[src/rtl/decode_issue.sv]
// Issue stage feeding the ALU: decodes one RV32I(+MUL) instruction per handshake,
// reads the register file with writeback bypass, and registers the operands into one output slot.
module decode_issue #(
    parameter int XLEN            = 32,
    parameter int RESET_PC_UNUSED = 0
) (
    input  logic            clk,
    input  logic            rst,
    input  logic            in_valid,
    output logic            in_ready,
    input  logic [31:0]     in_instr,
    input  logic [XLEN-1:0] in_pc,
    input  logic            wb_en,
    input  logic [4:0]      wb_addr,
    input  logic [XLEN-1:0] wb_data,
    output logic            out_valid,
    input  logic            out_ready,
    output logic [XLEN-1:0] out_l,
    output logic [XLEN-1:0] out_r,
    output logic [4:0]      out_ctrl,
    output logic [4:0]      out_rd,
    output logic            out_rd_we,
    output logic            out_branch,
    output logic [XLEN-1:0] out_imm,
    output logic [XLEN-1:0] out_pc,
    output logic            out_illegal
);

    localparam logic [6:0] OPC_OP     = 7'b0110011;
    localparam logic [6:0] OPC_OP_IMM = 7'b0010011;
    localparam logic [6:0] OPC_LUI    = 7'b0110111;
    localparam logic [6:0] OPC_AUIPC  = 7'b0010111;
    localparam logic [6:0] OPC_BRANCH = 7'b1100011;
    localparam logic [XLEN-1:0] ZERO  = {XLEN{1'b0}};

    logic [XLEN-1:0] regs_r [0:31];
    logic            accept_s;
    logic [6:0]      opcode_s;
    logic [2:0]      funct3_s;
    logic [6:0]      funct7_s;
    logic [4:0]      rs1_s;
    logic [4:0]      rs2_s;
    logic [XLEN-1:0] rs1_val_s;
    logic [XLEN-1:0] rs2_val_s;
    logic [XLEN-1:0] imm_i_s;
    logic [XLEN-1:0] imm_b_s;
    logic [XLEN-1:0] shamt_s;
    logic [4:0]      dec_ctrl_s;
    logic [XLEN-1:0] dec_l_s;
    logic [XLEN-1:0] dec_r_s;
    logic            dec_we_s;
    logic            dec_branch_s;
    logic [XLEN-1:0] dec_imm_s;
    logic            dec_illegal_s;
    logic [4:0]      dec_rd_s;

    assign in_ready = !out_valid | out_ready;
    assign accept_s = in_valid & in_ready;

    assign opcode_s = in_instr[6:0];
    assign funct3_s = in_instr[14:12];
    assign funct7_s = in_instr[31:25];
    assign rs1_s    = in_instr[19:15];
    assign rs2_s    = in_instr[24:20];
    assign imm_i_s  = {{20{in_instr[31]}}, in_instr[31:20]};
    assign imm_b_s  = {{20{in_instr[31]}}, in_instr[7], in_instr[30:25], in_instr[11:8], 1'b0};
    assign shamt_s  = {27'd0, in_instr[24:20]};

    // Register file: cleared on reset, x0 never written, writeback never stalls.
    always_ff @(posedge clk or negedge rst) begin
        if (!rst) begin
            for (int i = 0; i < 32; i++) begin
                regs_r[i] <= ZERO;
            end
        end else if (wb_en && (wb_addr != 5'd0)) begin
            regs_r[wb_addr] <= wb_data;
        end
    end

    // rs1 read with same-cycle writeback bypass; x0 is hard zero.
    always_comb begin
        rs1_val_s = ZERO;
        if (rs1_s == 5'd0) begin
            rs1_val_s = ZERO;
        end else if (wb_en && (wb_addr == rs1_s)) begin
            rs1_val_s = wb_data;
        end else begin
            rs1_val_s = regs_r[rs1_s];
        end
    end

    // rs2 read with same-cycle writeback bypass; x0 is hard zero.
    always_comb begin
        rs2_val_s = ZERO;
        if (rs2_s == 5'd0) begin
            rs2_val_s = ZERO;
        end else if (wb_en && (wb_addr == rs2_s)) begin
            rs2_val_s = wb_data;
        end else begin
            rs2_val_s = regs_r[rs2_s];
        end
    end

    // Instruction decode into ALU control, operands and side-band flags.
    always_comb begin
        dec_ctrl_s    = 5'd0;
        dec_l_s       = ZERO;
        dec_r_s       = ZERO;
        dec_we_s      = 1'b0;
        dec_branch_s  = 1'b0;
        dec_imm_s     = ZERO;
        dec_illegal_s = 1'b0;
        dec_rd_s      = 5'd0;
        case (opcode_s)
            OPC_OP: begin
                dec_l_s  = rs1_val_s;
                dec_r_s  = rs2_val_s;
                dec_we_s = 1'b1;
                case (funct7_s)
                    7'b0000000: begin
                        case (funct3_s)
                            3'b000:  dec_ctrl_s = 5'd0;
                            3'b111:  dec_ctrl_s = 5'd2;
                            3'b110:  dec_ctrl_s = 5'd3;
                            3'b100:  dec_ctrl_s = 5'd4;
                            3'b001:  dec_ctrl_s = 5'd9;
                            3'b101:  dec_ctrl_s = 5'd8;
                            3'b010:  dec_ctrl_s = 5'd14;
                            3'b011:  dec_ctrl_s = 5'd16;
                            default: dec_illegal_s = 1'b1;
                        endcase
                    end
                    7'b0100000: begin
                        case (funct3_s)
                            3'b000:  dec_ctrl_s = 5'd1;
                            3'b101:  dec_ctrl_s = 5'd7;
                            default: dec_illegal_s = 1'b1;
                        endcase
                    end
                    7'b0000001: begin
                        if (funct3_s == 3'b000) begin
                            dec_ctrl_s = 5'd10;
                        end else begin
                            dec_illegal_s = 1'b1;
                        end
                    end
                    default: dec_illegal_s = 1'b1;
                endcase
            end
            OPC_OP_IMM: begin
                dec_l_s  = rs1_val_s;
                dec_r_s  = imm_i_s;
                dec_we_s = 1'b1;
                case (funct3_s)
                    3'b000: dec_ctrl_s = 5'd0;
                    3'b111: dec_ctrl_s = 5'd2;
                    3'b110: dec_ctrl_s = 5'd3;
                    3'b100: dec_ctrl_s = 5'd4;
                    3'b010: dec_ctrl_s = 5'd14;
                    3'b011: dec_ctrl_s = 5'd16;
                    3'b001: begin
                        dec_r_s = shamt_s;
                        if (funct7_s == 7'b0000000) begin
                            dec_ctrl_s = 5'd9;
                        end else begin
                            dec_illegal_s = 1'b1;
                        end
                    end
                    3'b101: begin
                        dec_r_s = shamt_s;
                        if (funct7_s == 7'b0000000) begin
                            dec_ctrl_s = 5'd8;
                        end else if (funct7_s == 7'b0100000) begin
                            dec_ctrl_s = 5'd7;
                        end else begin
                            dec_illegal_s = 1'b1;
                        end
                    end
                    default: dec_illegal_s = 1'b1;
                endcase
            end
            OPC_LUI: begin
                dec_ctrl_s = 5'd11;
                dec_l_s    = ZERO;
                dec_r_s    = {12'd0, in_instr[31:12]};
                dec_we_s   = 1'b1;
            end
            OPC_AUIPC: begin
                dec_ctrl_s = 5'd0;
                dec_l_s    = in_pc;
                dec_r_s    = {in_instr[31:12], 12'd0};
                dec_we_s   = 1'b1;
            end
            OPC_BRANCH: begin
                dec_l_s      = rs1_val_s;
                dec_r_s      = rs2_val_s;
                dec_branch_s = 1'b1;
                dec_imm_s    = imm_b_s;
                case (funct3_s)
                    3'b000:  dec_ctrl_s = 5'd12;
                    3'b001:  dec_ctrl_s = 5'd13;
                    3'b100:  dec_ctrl_s = 5'd14;
                    3'b101:  dec_ctrl_s = 5'd15;
                    3'b110:  dec_ctrl_s = 5'd16;
                    3'b111:  dec_ctrl_s = 5'd17;
                    default: dec_illegal_s = 1'b1;
                endcase
            end
            default: dec_illegal_s = 1'b1;
        endcase

        // An unsupported encoding travels as a neutral bubble flagged illegal.
        if (dec_illegal_s) begin
            dec_ctrl_s   = 5'd0;
            dec_l_s      = ZERO;
            dec_r_s      = ZERO;
            dec_we_s     = 1'b0;
            dec_branch_s = 1'b0;
            dec_imm_s    = ZERO;
        end else begin
            dec_ctrl_s   = dec_ctrl_s;
        end

        if (dec_we_s) begin
            dec_rd_s = in_instr[11:7];
        end else begin
            dec_rd_s = 5'd0;
        end
    end

    // Single output slot: load on accept, drop valid on drain, hold while stalled.
    always_ff @(posedge clk or negedge rst) begin
        if (!rst) begin
            out_valid   <= 1'b0;
            out_l       <= ZERO;
            out_r       <= ZERO;
            out_ctrl    <= 5'd0;
            out_rd      <= 5'd0;
            out_rd_we   <= 1'b0;
            out_branch  <= 1'b0;
            out_imm     <= ZERO;
            out_pc      <= XLEN'(RESET_PC_UNUSED);
            out_illegal <= 1'b0;
        end else if (accept_s) begin
            out_valid   <= 1'b1;
            out_l       <= dec_l_s;
            out_r       <= dec_r_s;
            out_ctrl    <= dec_ctrl_s;
            out_rd      <= dec_rd_s;
            out_rd_we   <= dec_we_s;
            out_branch  <= dec_branch_s;
            out_imm     <= dec_imm_s;
            out_pc      <= in_pc;
            out_illegal <= dec_illegal_s;
        end else if (out_ready) begin
            out_valid   <= 1'b0;
        end
    end

endmodule

[config.mk]
export PLATFORM = sky130hd
export DESIGN_NAME = decode_issue
export DESIGN_NICKNAME = d
export VERILOG_FILES = /design/src/rtl/decode_issue.sv
export SDC_FILE = /design/constraint.sdc
export NUM_CORES = 2
export LEC_CHECK = 0
export BUFFER_PORTS_ARGS = -buffer_cell sky130_fd_sc_hd__buf_2
export CORE_ASPECT_RATIO = 1.4
export CORE_MARGIN = 2
export CORE_UTILIZATION = 56
export CTS_BUF_LIST = sky130_fd_sc_hd__clkbuf_8
export CTS_CLUSTER_SIZE = 20
export DETAILED_ROUTE_END_ITERATION = 7
export MAX_ROUTING_LAYER = met4
export PLACE_DENSITY = 0.75
export SYNTH_ARGS = -nofsm -noshare
export SYNTH_HDL_FRONTEND = slang
export SYNTH_SLANG_ARGS = --single-unit
[constraint.sdc]
create_clock -name clk -period 2.04 [get_ports clk]
set_input_delay 0 -clock clk [delete_from_list [all_inputs] [get_ports clk]]
set_output_delay 0 -clock clk [all_outputs]
set_load 0.005 [all_outputs]
==> results.sh <==
export IMPL_outcome="finished with violations"
export IMPL_violations="negative setup slack"
export IMPL_clock_skew_ns=0.04808
export IMPL_cp_end_kind="register"
export IMPL_async_flop_share_pct=100.0
export IMPL_numCtsBuffers=177
export IMPL_pin_count=249
export IMPL_totalWireLength_um=219900
export IMPL_finalSetupViolations=4
export IMPL_netlist_instances=4399
export IMPL_die_x_um=281.6
export IMPL_synth_ff_type="dfrtp_1"
export IMPL_critPathSlowestCell="mux4_2"
export IMPL_rows=142
export IMPL_dp_hpwl_um=140300
export IMPL_port_buffers=247
export IMPL_ant_nets=0
export IMPL_gp_congestion=0.9894
export IMPL_worstPathCellList="mux4_2, a22oi_2, a21oi_2, or3_1, o211ai_1, a21oi_1"
export IMPL_grt_ovfl_total=0
export IMPL_r2r_end="out_r[0]"
export IMPL_cts_htree_levels=4
export IMPL_die_h_um=392.6
export IMPL_combPwrFrac_pct=22.1
export IMPL_num_vias=46190
export IMPL_r2r_setup_slack_ns=-0.09
export IMPL_layout_drive_gt1_share_pct=50.10
export IMPL_wl_per_cell_um=33.09
export IMPL_worstHoldEndpoint="out_imm[30]"
export IMPL_hp_class="in -> reg"
export IMPL_cts_sinks=1146
export IMPL_synth_top_area_share_pct=47.48
export IMPL_cts_root_buffer="clkbuf_8"
export IMPL_holdPathStages=4
export IMPL_num_nets_final=5172
export IMPL_setup_ws_ns=-0.09412
export IMPL_r2r_cells=6
export IMPL_crit_type="reg -> reg"
export IMPL_max_slew_margin_rel_pct=34.14
export IMPL_cp_startpoint="regs_r[832]"
export IMPL_grt_first_pass_wirelength_um=317000
export IMPL_cpLargestDelayFamily="compound AO/OA/AOI/OAI gates"
export IMPL_synth_area_leaders="dfrtp_1 47%, mux2_2 19%, mux4_2 13%"
export IMPL_critical_path_arrival_ns=2.89
export IMPL_worst_slew_pin_slew_ns=0.9836
export IMPL_insertion_delay_ns=0.92
export IMPL_grt_max_degree=82
export IMPL_slew_violations=0
export IMPL_synth_seq_area_share_pct=47.48
export IMPL_nFillCells=7549
export IMPL_ys_ff_latch=1146
export IMPL_synthTopCellsByCount="1,146 x dfrtp_1, 1,034 x mux2_2, 351 x mux4_2, 349 x mux2i_1, 314 x clkbuf_1"
export IMPL_clockBufferDepth=3
export IMPL_max_cap_violations=0
export IMPL_avgSynthCellArea_um2=13.73
export IMPL_core_area_mm2=0.1070
export IMPL_leakage_uw=0.03308
export IMPL_vdd_ir_drop_max_v=0.0006370
export IMPL_drtIter0Drc=5763
export IMPL_path_clk_slew_ns=0.07
export IMPL_period_share_pct=104.6
export IMPL_worstReg2RegStart="regs_r[832]"
export IMPL_tns_ns=-0.1221
export IMPL_total_power_uw=62970
export IMPL_crit_required_ns=2.79
export IMPL_p_switching_uw=18360
export IMPL_fin_crit_ns=2.134
export IMPL_intPower_uw=44620
export IMPL_die_area_mm2=0.1105
export IMPL_clock_fmax_mhz=468.6
export IMPL_viasPerCell=6.950
export IMPL_initial_utilization_pct=56.47
export IMPL_clkPwrFrac_pct=30.7
export IMPL_dr_pass1_iters=7
export IMPL_cp_start_kind="register"
export IMPL_hp_start="in_instr[31]"
export IMPL_yosys_area_top_type="dfrtp_1"
export IMPL_synth_cell_types=77
export IMPL_grt_pass1_vias=47420
export IMPL_syn_to_final_growth_pct=21.09
export IMPL_critical_path_max_stage_delay_ns=0.49
export IMPL_cp_max_fo=3
export IMPL_grt_total_usage_pct=41.06
export IMPL_seqPwrFrac_pct=47.2
export IMPL_antenna_found_initial=17
export IMPL_rsz0062_at_grt="true"
export IMPL_path_buf_inv=0
export IMPL_synth_edff_count=0
export IMPL_syn_nets=4509
export IMPL_synth_most_common_cell="dfrtp_1"
export IMPL_finalHoldViolCount=0
export IMPL_ys_warn_count=0
export IMPL_netSwitchingFraction_pct=29.15
export IMPL_cts_tree="yes"
export IMPL_synth_area_mm2=0.06039
export IMPL_pwr_density_cell_mw_per_mm2=861.1
export IMPL_drcViolationCount=0
==> power groups by stage <==
| stage | combinational, uW | sequential, uW | clock [uW] |
|---|---|---|---|
| 2_1_floorplan | 8990 | 28900 | 0 |
| 3_3_place_gp | 12900 | 29600 | 0 |
| 3_5_place_dp | 13300 | 29900 | 0 |
| 4_1_cts | 13600 | 29500 | 19500 |
| 5_1_grt | 14700 | 30100 | 20400 |
| 6_report | 13900 | 29700 | 19400 |
==> cells in the final DEF, fill, tap and decap left out, types with 35 or more instances in the layout <==
cell type / netlist / layout
dfrtp_1: 1146 / 1146
a22o_1: 55 / 55
buf_2: 72 / 241
a31oi_1: 36 / 36
a21oi_1: 71 / 67
clkbuf_8: 3 / 216
a22oi_1: 171 / 157
inv_1: 7 / 66
nand2_1: 134 / 115
mux4_2: 351 / 351
mux2_2: 1034 / 1034
nor2b_1: 41 / 36
buf_12: 0 / 144
and3_1: 40 / 35
mux2i_1: 349 / 349
buf_4: 32 / 430
o21ai_0: 65 / 46
nor2_1: 71 / 51
dlygate4sd3_1: 1 / 153
a222oi_1: 37 / 37
==> worst max-delay path by stage <==
stage                      to  slack (ns)  cells after the start
floorplan           out_r[29]       -0.01                      9
global placement     out_r[7]       -0.43                      9
detailed placement  out_r[29]       -0.47                      9
CTS                 out_r[26]       -0.06                      7
global route         out_r[0]       -0.10                      6
finish               out_r[0]       -0.09                      6
==> stage by stage <==
step                      std cells  setup WS [ns]  util, %  hold slack [ns]  cell area [um^2]
after global routing           6645        -0.1038    68.37          0.08603             73130
after detailed placement       6142        -0.4722    63.10         -0.03473             67490
final                          6646       -0.09412    68.37           0.1037             73130
after CTS                      6609       -0.05621    67.89         0.008762             72620
after floorplan                4399       -0.01163        -          -0.2956             60470
after global placement         6142        -0.4296    63.10         -0.04113             67490
==> layer usage <==
| layer | track usage [%] | part of all wire [%] | wire [um] |
|---|---|---|---|
| met1 | 49.20 | 35 | 77390 |
| met2 | 61.85 | 46 | 101400 |
| met3 | 10.43 | 11 | 23650 |
| met4 | 26.81 | 7.9 | 17440 |
| met5 | - | 0 | 0 |
==> cell type report <==
class                      count  area [um^2]  area share (%)
timing repair buffer         982         9090           12.43
tap                         1440         1802           2.464
inverter                       8        30.03         0.04106
sequential                  1146        28680           39.21
clock inverter                91        483.0          0.6604
antenna                       16        40.04         0.05475
clock buffer                 216         2973           4.065
multi-input combinational   2747        30040           41.07
==> flip-flops by register name, indices dropped and copies added (netlist names) <==
name,cells
out_ctrl,5
out_l,32
out_r,32
out_illegal,1
out_pc,32
out_valid,1
out_rd_we,1
out_rd,5
regs_r,1024
out_imm,12
out_branch,1
==> worst reg2reg max path: cells and delay by family, from the launching register on <==
kind | cells | cell delay, ns
mux | 1 | 0.49
compound gates | 4 | 0.71
flops | 1 | 0.42
simple gates | 1 | 0.35
==> timing repair <==
item | 4_1_cts | 5_1_grt
gates resized for setup | 23 | 66
pin swaps | 16 | 32
endpoints found under the setup margin | 11 | 78
hold buffers | 154 | 0
setup buffers | 7 | 17
endpoints found under the hold margin | 2260 | 0
cloned | 0 | 4
==> cell families after synthesis <==
logic type,synth area share (%)
AOI/OAI and AO/OA,7.133
xor gates and xnor gates,0.1450
adders and majority gates,0.08287
buffers and inverters,3.630
DFF,47.48
muxes,38.15
other,0.006209
and+or+nand+nor,3.367
No activity file was read; power rests on OpenSTA's default activity.
